$ cat src/rtl/ram_be_wr_pack_pkg.sv
`default_nettype none
// ============================================================================
// ram_be_wr_pack_pkg : shared types and helpers for the byte-stream packer
// Revision: 1.0
// ============================================================================
package ram_be_wr_pack_pkg;

    typedef enum logic [0:0] {
        ST_IDLE = 1'b0,
        ST_FILL = 1'b1
    } state_t;

    function automatic int clog2(input int v);
        int r;
        r = 0;
        while ((1 << r) < v) r++;
        return r;
    endfunction

endpackage
`default_nettype wire

$ cat src/rtl/ram_be_wr_pack_if.sv
`default_nettype none
// ============================================================================
// ram_be_wr_pack_if : command, pixel stream and RAM write port of the packer
// Revision: 1.0
// ============================================================================
interface ram_be_wr_pack_if
    import ram_be_wr_pack_pkg::*;
#(
    parameter int Word_Width = 32,
    parameter int Addr_Width = 8
);
    localparam int Byte_Width = Word_Width >> 3;
    localparam int BA_W       = Addr_Width + clog2(Byte_Width);

    logic                  start_i;
    logic [BA_W-1:0]       baddr_i;
    logic [BA_W:0]         len_i;
    logic                  pix_val_i;
    logic [7:0]            pix_i;
    logic                  pix_rdy_o;
    logic                  busy_o;
    logic                  done_o;
    logic                  cen_o;
    logic [Byte_Width-1:0] wen_o;
    logic [Addr_Width-1:0] addr_o;
    logic [Word_Width-1:0] data_o;

    modport slave (
        input  start_i, baddr_i, len_i, pix_val_i, pix_i,
        output pix_rdy_o, busy_o, done_o, cen_o, wen_o, addr_o, data_o
    );

    modport master (
        output start_i, baddr_i, len_i, pix_val_i, pix_i,
        input  pix_rdy_o, busy_o, done_o, cen_o, wen_o, addr_o, data_o
    );

endinterface
`default_nettype wire

$ cat src/rtl/ram_be_wr_pack.sv
`default_nettype none
// ============================================================================
// ram_be_wr_pack : packs a byte stream little-endian into byte-enabled RAM writes
// Revision: 1.0
// ============================================================================
module ram_be_wr_pack
    import ram_be_wr_pack_pkg::*;
#(
    parameter int Word_Width = 32,
    parameter int Addr_Width = 8
) (
    input  wire logic       clk,
    input  wire logic       rst_n,
    ram_be_wr_pack_if.slave bus
);
    localparam int Byte_Width = Word_Width >> 3;
    localparam int BS         = clog2(Byte_Width);
    localparam int BA_W       = Addr_Width + BS;

    state_t                state_q, state_d;
    logic [BA_W-1:0]       bp_q, bp_d;
    logic [BA_W:0]         rem_q, rem_d;
    logic [Word_Width-1:0] acc_q, acc_d;
    logic [Byte_Width-1:0] mask_q, mask_d;
    logic                  cen_q, cen_d;
    logic [Byte_Width-1:0] wen_q, wen_d;
    logic [Addr_Width-1:0] addr_q, addr_d;
    logic [Word_Width-1:0] data_q, data_d;
    logic                  done_q, done_d;

    logic                  w_accept;
    logic                  w_last;
    logic                  w_flush;
    logic [BS-1:0]         w_lane;
    logic [Byte_Width-1:0] w_mask_m;
    logic [Word_Width-1:0] w_acc_m;

    assign w_accept = (state_q == ST_FILL) && bus.pix_val_i;
    assign w_lane   = bp_q[BS-1:0];
    assign w_last   = (rem_q == (BA_W+1)'(1));
    assign w_flush  = w_accept && ((&w_lane) || w_last);
    assign w_mask_m = mask_q | (Byte_Width'(1) << w_lane);

    // Accumulator lanes are cleared on every flush, so unwritten lanes stay zero.
    always_comb begin
        w_acc_m = acc_q;
        for (int i = 0; i < Byte_Width; i++) begin
            if (w_lane == BS'(i)) w_acc_m[8*i +: 8] = bus.pix_i;
        end
    end

    always_comb begin
        state_d = state_q;
        bp_d    = bp_q;
        rem_d   = rem_q;
        acc_d   = acc_q;
        mask_d  = mask_q;
        cen_d   = 1'b1;
        wen_d   = '1;
        addr_d  = addr_q;
        data_d  = data_q;
        done_d  = 1'b0;

        case (state_q)
            ST_IDLE: begin
                if (bus.start_i) begin
                    bp_d   = bus.baddr_i;
                    rem_d  = bus.len_i;
                    acc_d  = '0;
                    mask_d = '0;
                    if (bus.len_i == '0) done_d = 1'b1;
                    else                 state_d = ST_FILL;
                end
            end
            ST_FILL: begin
                if (w_accept) begin
                    bp_d  = bp_q + BA_W'(1);
                    rem_d = rem_q - (BA_W+1)'(1);
                    if (w_flush) begin
                        cen_d  = 1'b0;
                        wen_d  = ~w_mask_m;
                        addr_d = bp_q[BA_W-1:BS];
                        data_d = w_acc_m;
                        acc_d  = '0;
                        mask_d = '0;
                    end else begin
                        acc_d  = w_acc_m;
                        mask_d = w_mask_m;
                    end
                    if (w_last) begin
                        done_d  = 1'b1;
                        state_d = ST_IDLE;
                    end
                end
            end
            default: state_d = ST_IDLE;
        endcase
    end

    always_ff @(posedge clk or negedge rst_n) begin
        if (!rst_n) begin
            state_q <= ST_IDLE;
            bp_q    <= '0;
            rem_q   <= '0;
            acc_q   <= '0;
            mask_q  <= '0;
            cen_q   <= 1'b1;
            wen_q   <= '1;
            addr_q  <= '0;
            data_q  <= '0;
            done_q  <= 1'b0;
        end else begin
            state_q <= state_d;
            bp_q    <= bp_d;
            rem_q   <= rem_d;
            acc_q   <= acc_d;
            mask_q  <= mask_d;
            cen_q   <= cen_d;
            wen_q   <= wen_d;
            addr_q  <= addr_d;
            data_q  <= data_d;
            done_q  <= done_d;
        end
    end

    assign bus.pix_rdy_o = (state_q == ST_FILL);
    assign bus.busy_o    = (state_q != ST_IDLE);
    assign bus.done_o    = done_q;
    assign bus.cen_o     = cen_q;
    assign bus.wen_o     = wen_q;
    assign bus.addr_o    = addr_q;
    assign bus.data_o    = data_q;

endmodule
`default_nettype wire

$ cat src/flat_wrapper.sv
// flat-port wrapper written by rule: the top's interface ports become plain ports
module ram_be_wr_pack_flat import ram_be_wr_pack_pkg::*;
#(
    parameter int Word_Width = 32,
    parameter int Addr_Width = 8
)
  (clk, rst_n, bus_start_i, bus_baddr_i, bus_len_i, bus_pix_val_i, bus_pix_i, bus_pix_rdy_o, bus_busy_o, bus_done_o, bus_cen_o, bus_wen_o, bus_addr_o, bus_data_o);
  ram_be_wr_pack_if #(.Word_Width(Word_Width), .Addr_Width(Addr_Width)) bus_i ();
  input  wire logic clk;
  input  wire logic rst_n;
  input wire logic [$bits(bus_i.start_i)-1:0] bus_start_i;
  input wire logic [$bits(bus_i.baddr_i)-1:0] bus_baddr_i;
  input wire logic [$bits(bus_i.len_i)-1:0] bus_len_i;
  input wire logic [$bits(bus_i.pix_val_i)-1:0] bus_pix_val_i;
  input wire logic [$bits(bus_i.pix_i)-1:0] bus_pix_i;
  output wire logic [$bits(bus_i.pix_rdy_o)-1:0] bus_pix_rdy_o;
  output wire logic [$bits(bus_i.busy_o)-1:0] bus_busy_o;
  output wire logic [$bits(bus_i.done_o)-1:0] bus_done_o;
  output wire logic [$bits(bus_i.cen_o)-1:0] bus_cen_o;
  output wire logic [$bits(bus_i.wen_o)-1:0] bus_wen_o;
  output wire logic [$bits(bus_i.addr_o)-1:0] bus_addr_o;
  output wire logic [$bits(bus_i.data_o)-1:0] bus_data_o;
  assign bus_i.start_i = bus_start_i;
  assign bus_i.baddr_i = bus_baddr_i;
  assign bus_i.len_i = bus_len_i;
  assign bus_i.pix_val_i = bus_pix_val_i;
  assign bus_i.pix_i = bus_pix_i;
  assign bus_pix_rdy_o = bus_i.pix_rdy_o;
  assign bus_busy_o = bus_i.busy_o;
  assign bus_done_o = bus_i.done_o;
  assign bus_cen_o = bus_i.cen_o;
  assign bus_wen_o = bus_i.wen_o;
  assign bus_addr_o = bus_i.addr_o;
  assign bus_data_o = bus_i.data_o;
  ram_be_wr_pack #(.Word_Width(Word_Width), .Addr_Width(Addr_Width)) u_core (.clk(clk), .rst_n(rst_n), .bus(bus_i));
endmodule
$ cat config.mk
export PLATFORM = sky130hd
export DESIGN_NAME = ram_be_wr_pack_flat
export DESIGN_NICKNAME = d
export VERILOG_FILES = /design/src/rtl/ram_be_wr_pack_pkg.sv /design/src/rtl/ram_be_wr_pack_if.sv /design/src/rtl/ram_be_wr_pack.sv /design/src/flat_wrapper.sv
export SDC_FILE = /design/constraint.sdc
export NUM_CORES = 1
export LEC_CHECK = 0
export ABC_AREA = 1
export BUFFER_PORTS_ARGS = -buffer_cell sky130_fd_sc_hd__buf_2
export CORE_UTILIZATION = 51
export CTS_CLUSTER_SIZE = 25
export DETAILED_ROUTE_END_ITERATION = 10
export PLACE_DENSITY_LB_ADDON = 0.15
export SKIP_LAST_GASP = 1
export SLEW_MARGIN = 20
export SYNTH_ARGS = -nofsm -noshare
export SYNTH_HDL_FRONTEND = slang
export SYNTH_SLANG_ARGS = --single-unit
$ cat constraint.sdc
create_clock -name clk -period 1.5 [get_ports clk]
set_input_delay 0.075 -clock clk [delete_from_list [all_inputs] [get_ports clk]]
set_output_delay 0.075 -clock clk [all_outputs]
set_load 0.02 [all_outputs]
==> flow_metrics.py <==
metrics = {
    "global_route": {
        "grt_first_pass_wirelength_um": 20840,
        "grt_max_degree": 45,
        "antenna_found_initial": 0,
        "grtUsageTotal_pct": 26.24,
        "grt-ovfl-total": 0,
        "grt_pass1_vias": 4240,
    },
    "synthesis": {
        "yosys_warnings": 0,
        "ys_seq_elements": 104,
        "ys_types": 33,
        "synth_nets": 671,
        "synth_cells": 632,
        "synth_area_um2": 5149,
        "synth.avg_cell_area_um2": 8.147,
        "yosysSeqAreaShare_pct": 50.67,
    },
    "job": {
        "cap_violations": 0,
    },
    "sta": {
        "finalCriticalPeriod_ps": 1565,
        "fmax_mhz": 639.1,
        "layout_setup_ws_ps": -64.60,
        "fin_tns_setup_ps": -770.5,
        "drv_slew": 0,
        "slew_headroom_pct": 71.46,
        "hold_violations": 0,
        "setup_violations": 49,
        "worst_slew_pin_slew_ps": 428.2,
        "period_share_pct": 104.3,
        "rsz0062_at_grt": "true",
        "finClkSkew_ps": 9.769,
    },
    "power": {
        "p_leak_nw": 3.372,
        "p_per_area_nw_per_um2": 2058,
        "ir_worst_vdd_v": 0.001018,
        "p_total_mw": 13.46,
    },
    "setup_path": {
        "crit_path_start_kind": "flop",
        "crit_required_ps": 1770,
        "path_buf_inv": 2,
        "crit_path_end_kind": "flop",
        "crit_chain": "inv_1 -> ha_1 -> buf_12 -> mux2_2 -> nand2_1 -> o21ai_1",
        "critical_path_class": "flop to flop",
        "cpPeakStageDelay_ps": 450,
        "cp.arrival_ps": 1830,
        "crit_family": "flip-flops",
        "crit_fanout": 10,
        "slowest_stage": "dfrtp_2",
    },
    "run_status": {
        "violations": "negative setup slack",
        "outcome": "finished, violations left",
    },
    "floorplan": {
        "fp.dieH_um": 102.5,
        "fp.dieW_um": 102.5,
        "core_area_um2": 9774,
        "dieArea_um2": 10500,
        "fp-row-count": 36,
        "io-pin-count": 81,
        "start_util_pct": 52.68,
    },
    "layout": {
        "fin_util_pct": 66.90,
        "antennaDiodeCount": 0,
        "fillers": 875,
        "final_common_cell": "nand2_1",
        "design_area_um2": 6539,
        "fin_nets": 784,
        "layout_common_cells": "nand2_1 (224), dfrtp_1 (95), buf_2 (79)",
        "layout-drive-gt1-share_pct": 30.53,
        "area_growth_pct": 27.00,
    },
    "route": {
        "vias": 4668,
        "post-route-drc-count": 0,
        "routed_via_density": 5.287,
        "detail_route.wl_per_cell_um": 15.49,
        "ant_nets": 0,
        "drtIter0Drc": 237,
        "wirelength_um": 13680,
        "dr.pass1.iters": 5,
    },
    "clocking": {
        "cts_tree": "built",
        "cts_buffer_depth": 2,
        "htree_levels": 3,
        "cts.reportedPaths.clkPinSlew_ps": 100,
        "clkLatencyLatePin_ps": 380,
        "cts_made_buffers": 9,
        "clock_sinks": 104,
        "cts_root_buffer": "clkbuf_8",
    },
    "placement": {
        "placed_area_um2": 5932,
        "dp_hpwl_um": 8936,
        "io_buffers": 80,
        "place_congestion": 0.9223,
    },
    "hold_path": {
        "hp-class": "input port to flop",
    },
}
-- per-stage QoR --
stage | worst slack [ps] | std cells | hold slack [ps]
floorplan | 5.428 | 632 | -220.6
global placement | -46.37 | 849 | 51.01
detailed placement | -72.18 | 849 | 49.12
CTS | -50.21 | 873 | 1.439
global route | -138.1 | 883 | 12.06
finish | -64.60 | 883 | 19.90
-- worst reg2reg max path, stage by stage, from the launching register on --
cell and delay (ps):
dfrtp_2 450, inv_1 130, ha_1 220, buf_12 150
mux2_2 350, nand2_1 80, o21ai_1 90
-- registers in the layout, summed over array words and instances (netlist names) --
signal,cells
u_core.bus.wen_o,4
u_core.acc_q,32
u_core.bus.cen_o,1
u_core.mask_q,4
u_core.bus.done_o,1
u_core.bus.data_o,32
u_core.rem_q,11
u_core.bus.addr_o,8
u_core.bp_q,10
u_core.bus.busy_o,1
-- Yosys cell counts --
cell type	instances	area share, %
a22o_1	1	0.17
nor2_1	29	2.1
buf_2	21	2.0
nand4_1	1	0.12
o21ai_0	26	2.5
buf_4	6	0.87
nand3_2	1	0.19
dfrtp_1	99	48
nor3_1	9	0.87
o21ai_1	36	3.5
clkbuf_1	7	0.51
nor3_2	1	0.19
nand2_1	234	17
inv_1	34	2.5
nor2_8	1	0.39
o21bai_1	1	0.15
a21oi_1	8	0.78
nand2_2	1	0.12
inv_2	4	0.29
mux2_2	24	5.2
dfstp_2	5	2.6
a31oi_1	1	0.12
or2_2	2	0.24
o22ai_1	5	0.61
nor4_1	1	0.12
nor2_2	2	0.24
ha_1	6	1.5
nand3_1	59	5.7
o211ai_1	1	0.15
a211oi_1	1	0.15
o31ai_1	1	0.15
nand2_4	3	0.66
buf_1	1	0.073
-- where the power goes --
part | switching [mW] | internal [mW] | leakage (nW) | total, mW
sequential | 0.767 | 4.04 | 1.33 | 4.81
combinational | 3.93 | 2.98 | 1.95 | 6.92
clock | 0.990 | 0.748 | 0.0958 | 1.74
total | 5.69 | 7.77 | 3.37 | 13.5
-- layer usage --
metal | wire (um) | global-route usage [%] | vias to the layer above
li1 | - | - | 2270
met1 | 6087 | 34.54 | 2248
met2 | 6719 | 44.00 | 137
met3 | 710 | 5.951 | 13
met4 | 163 | 6.154 | 0
met5 | 0 | 0 | -
-- repair_timing --
action | in CTS | in global routing
pin swaps | 1 | 10
endpoints found under the hold margin | 64 | 0
setup endpoints to repair | 79 | 89
cloned | 0 | 7
hold buffers | 5 | 0
gates resized for setup | 6 | 46
buffers inserted | 3 | 3
-- cell families after synthesis --
| kind of cell | Yosys count | share of synthesized area (%) |
|---|---|---|
| mux | 24 | 5.249 |
| simple gates | 344 | 28.07 |
| fa+ha+maj | 6 | 1.458 |
| buf+inv | 73 | 6.270 |
| flops | 104 | 50.67 |
| compound gates | 81 | 8.287 |
-- area by class of cell --
type                       instances  area, um2  share of cell area, %
tap                              133      166.4                  2.545
timing repair buffer             136       1037                  15.86
clock inverter                     3      25.02                 0.3827
clock buffer                      13      168.9                  2.583
sequential                       104       2614                  39.97
multi-input combinational        456       2385                  36.47
inverter                          38      142.6                  2.181
-- worst paths after layout --
path / slack, ps / cells after the start / endpoint / from
setup / recovery: -60 / 6 / u_core.acc_q[16] / u_core.bp_q[0]
hold / removal: 20 / 3 / u_core.bp_q[8] / bus_baddr_i[8]
setup reg to reg: -60 / 6 / u_core.acc_q[16] / u_core.bp_q[0]
hold reg to reg: 460 / 1 / u_core.bus.wen_o[2] / u_core.mask_q[2]
max in group asynchronous: 730 / 3 / u_core.bp_q[0] / rst_n
min in group asynchronous: 180 / 2 / u_core.rem_q[3] / rst_n
Power figures use the tool's default switching activity.
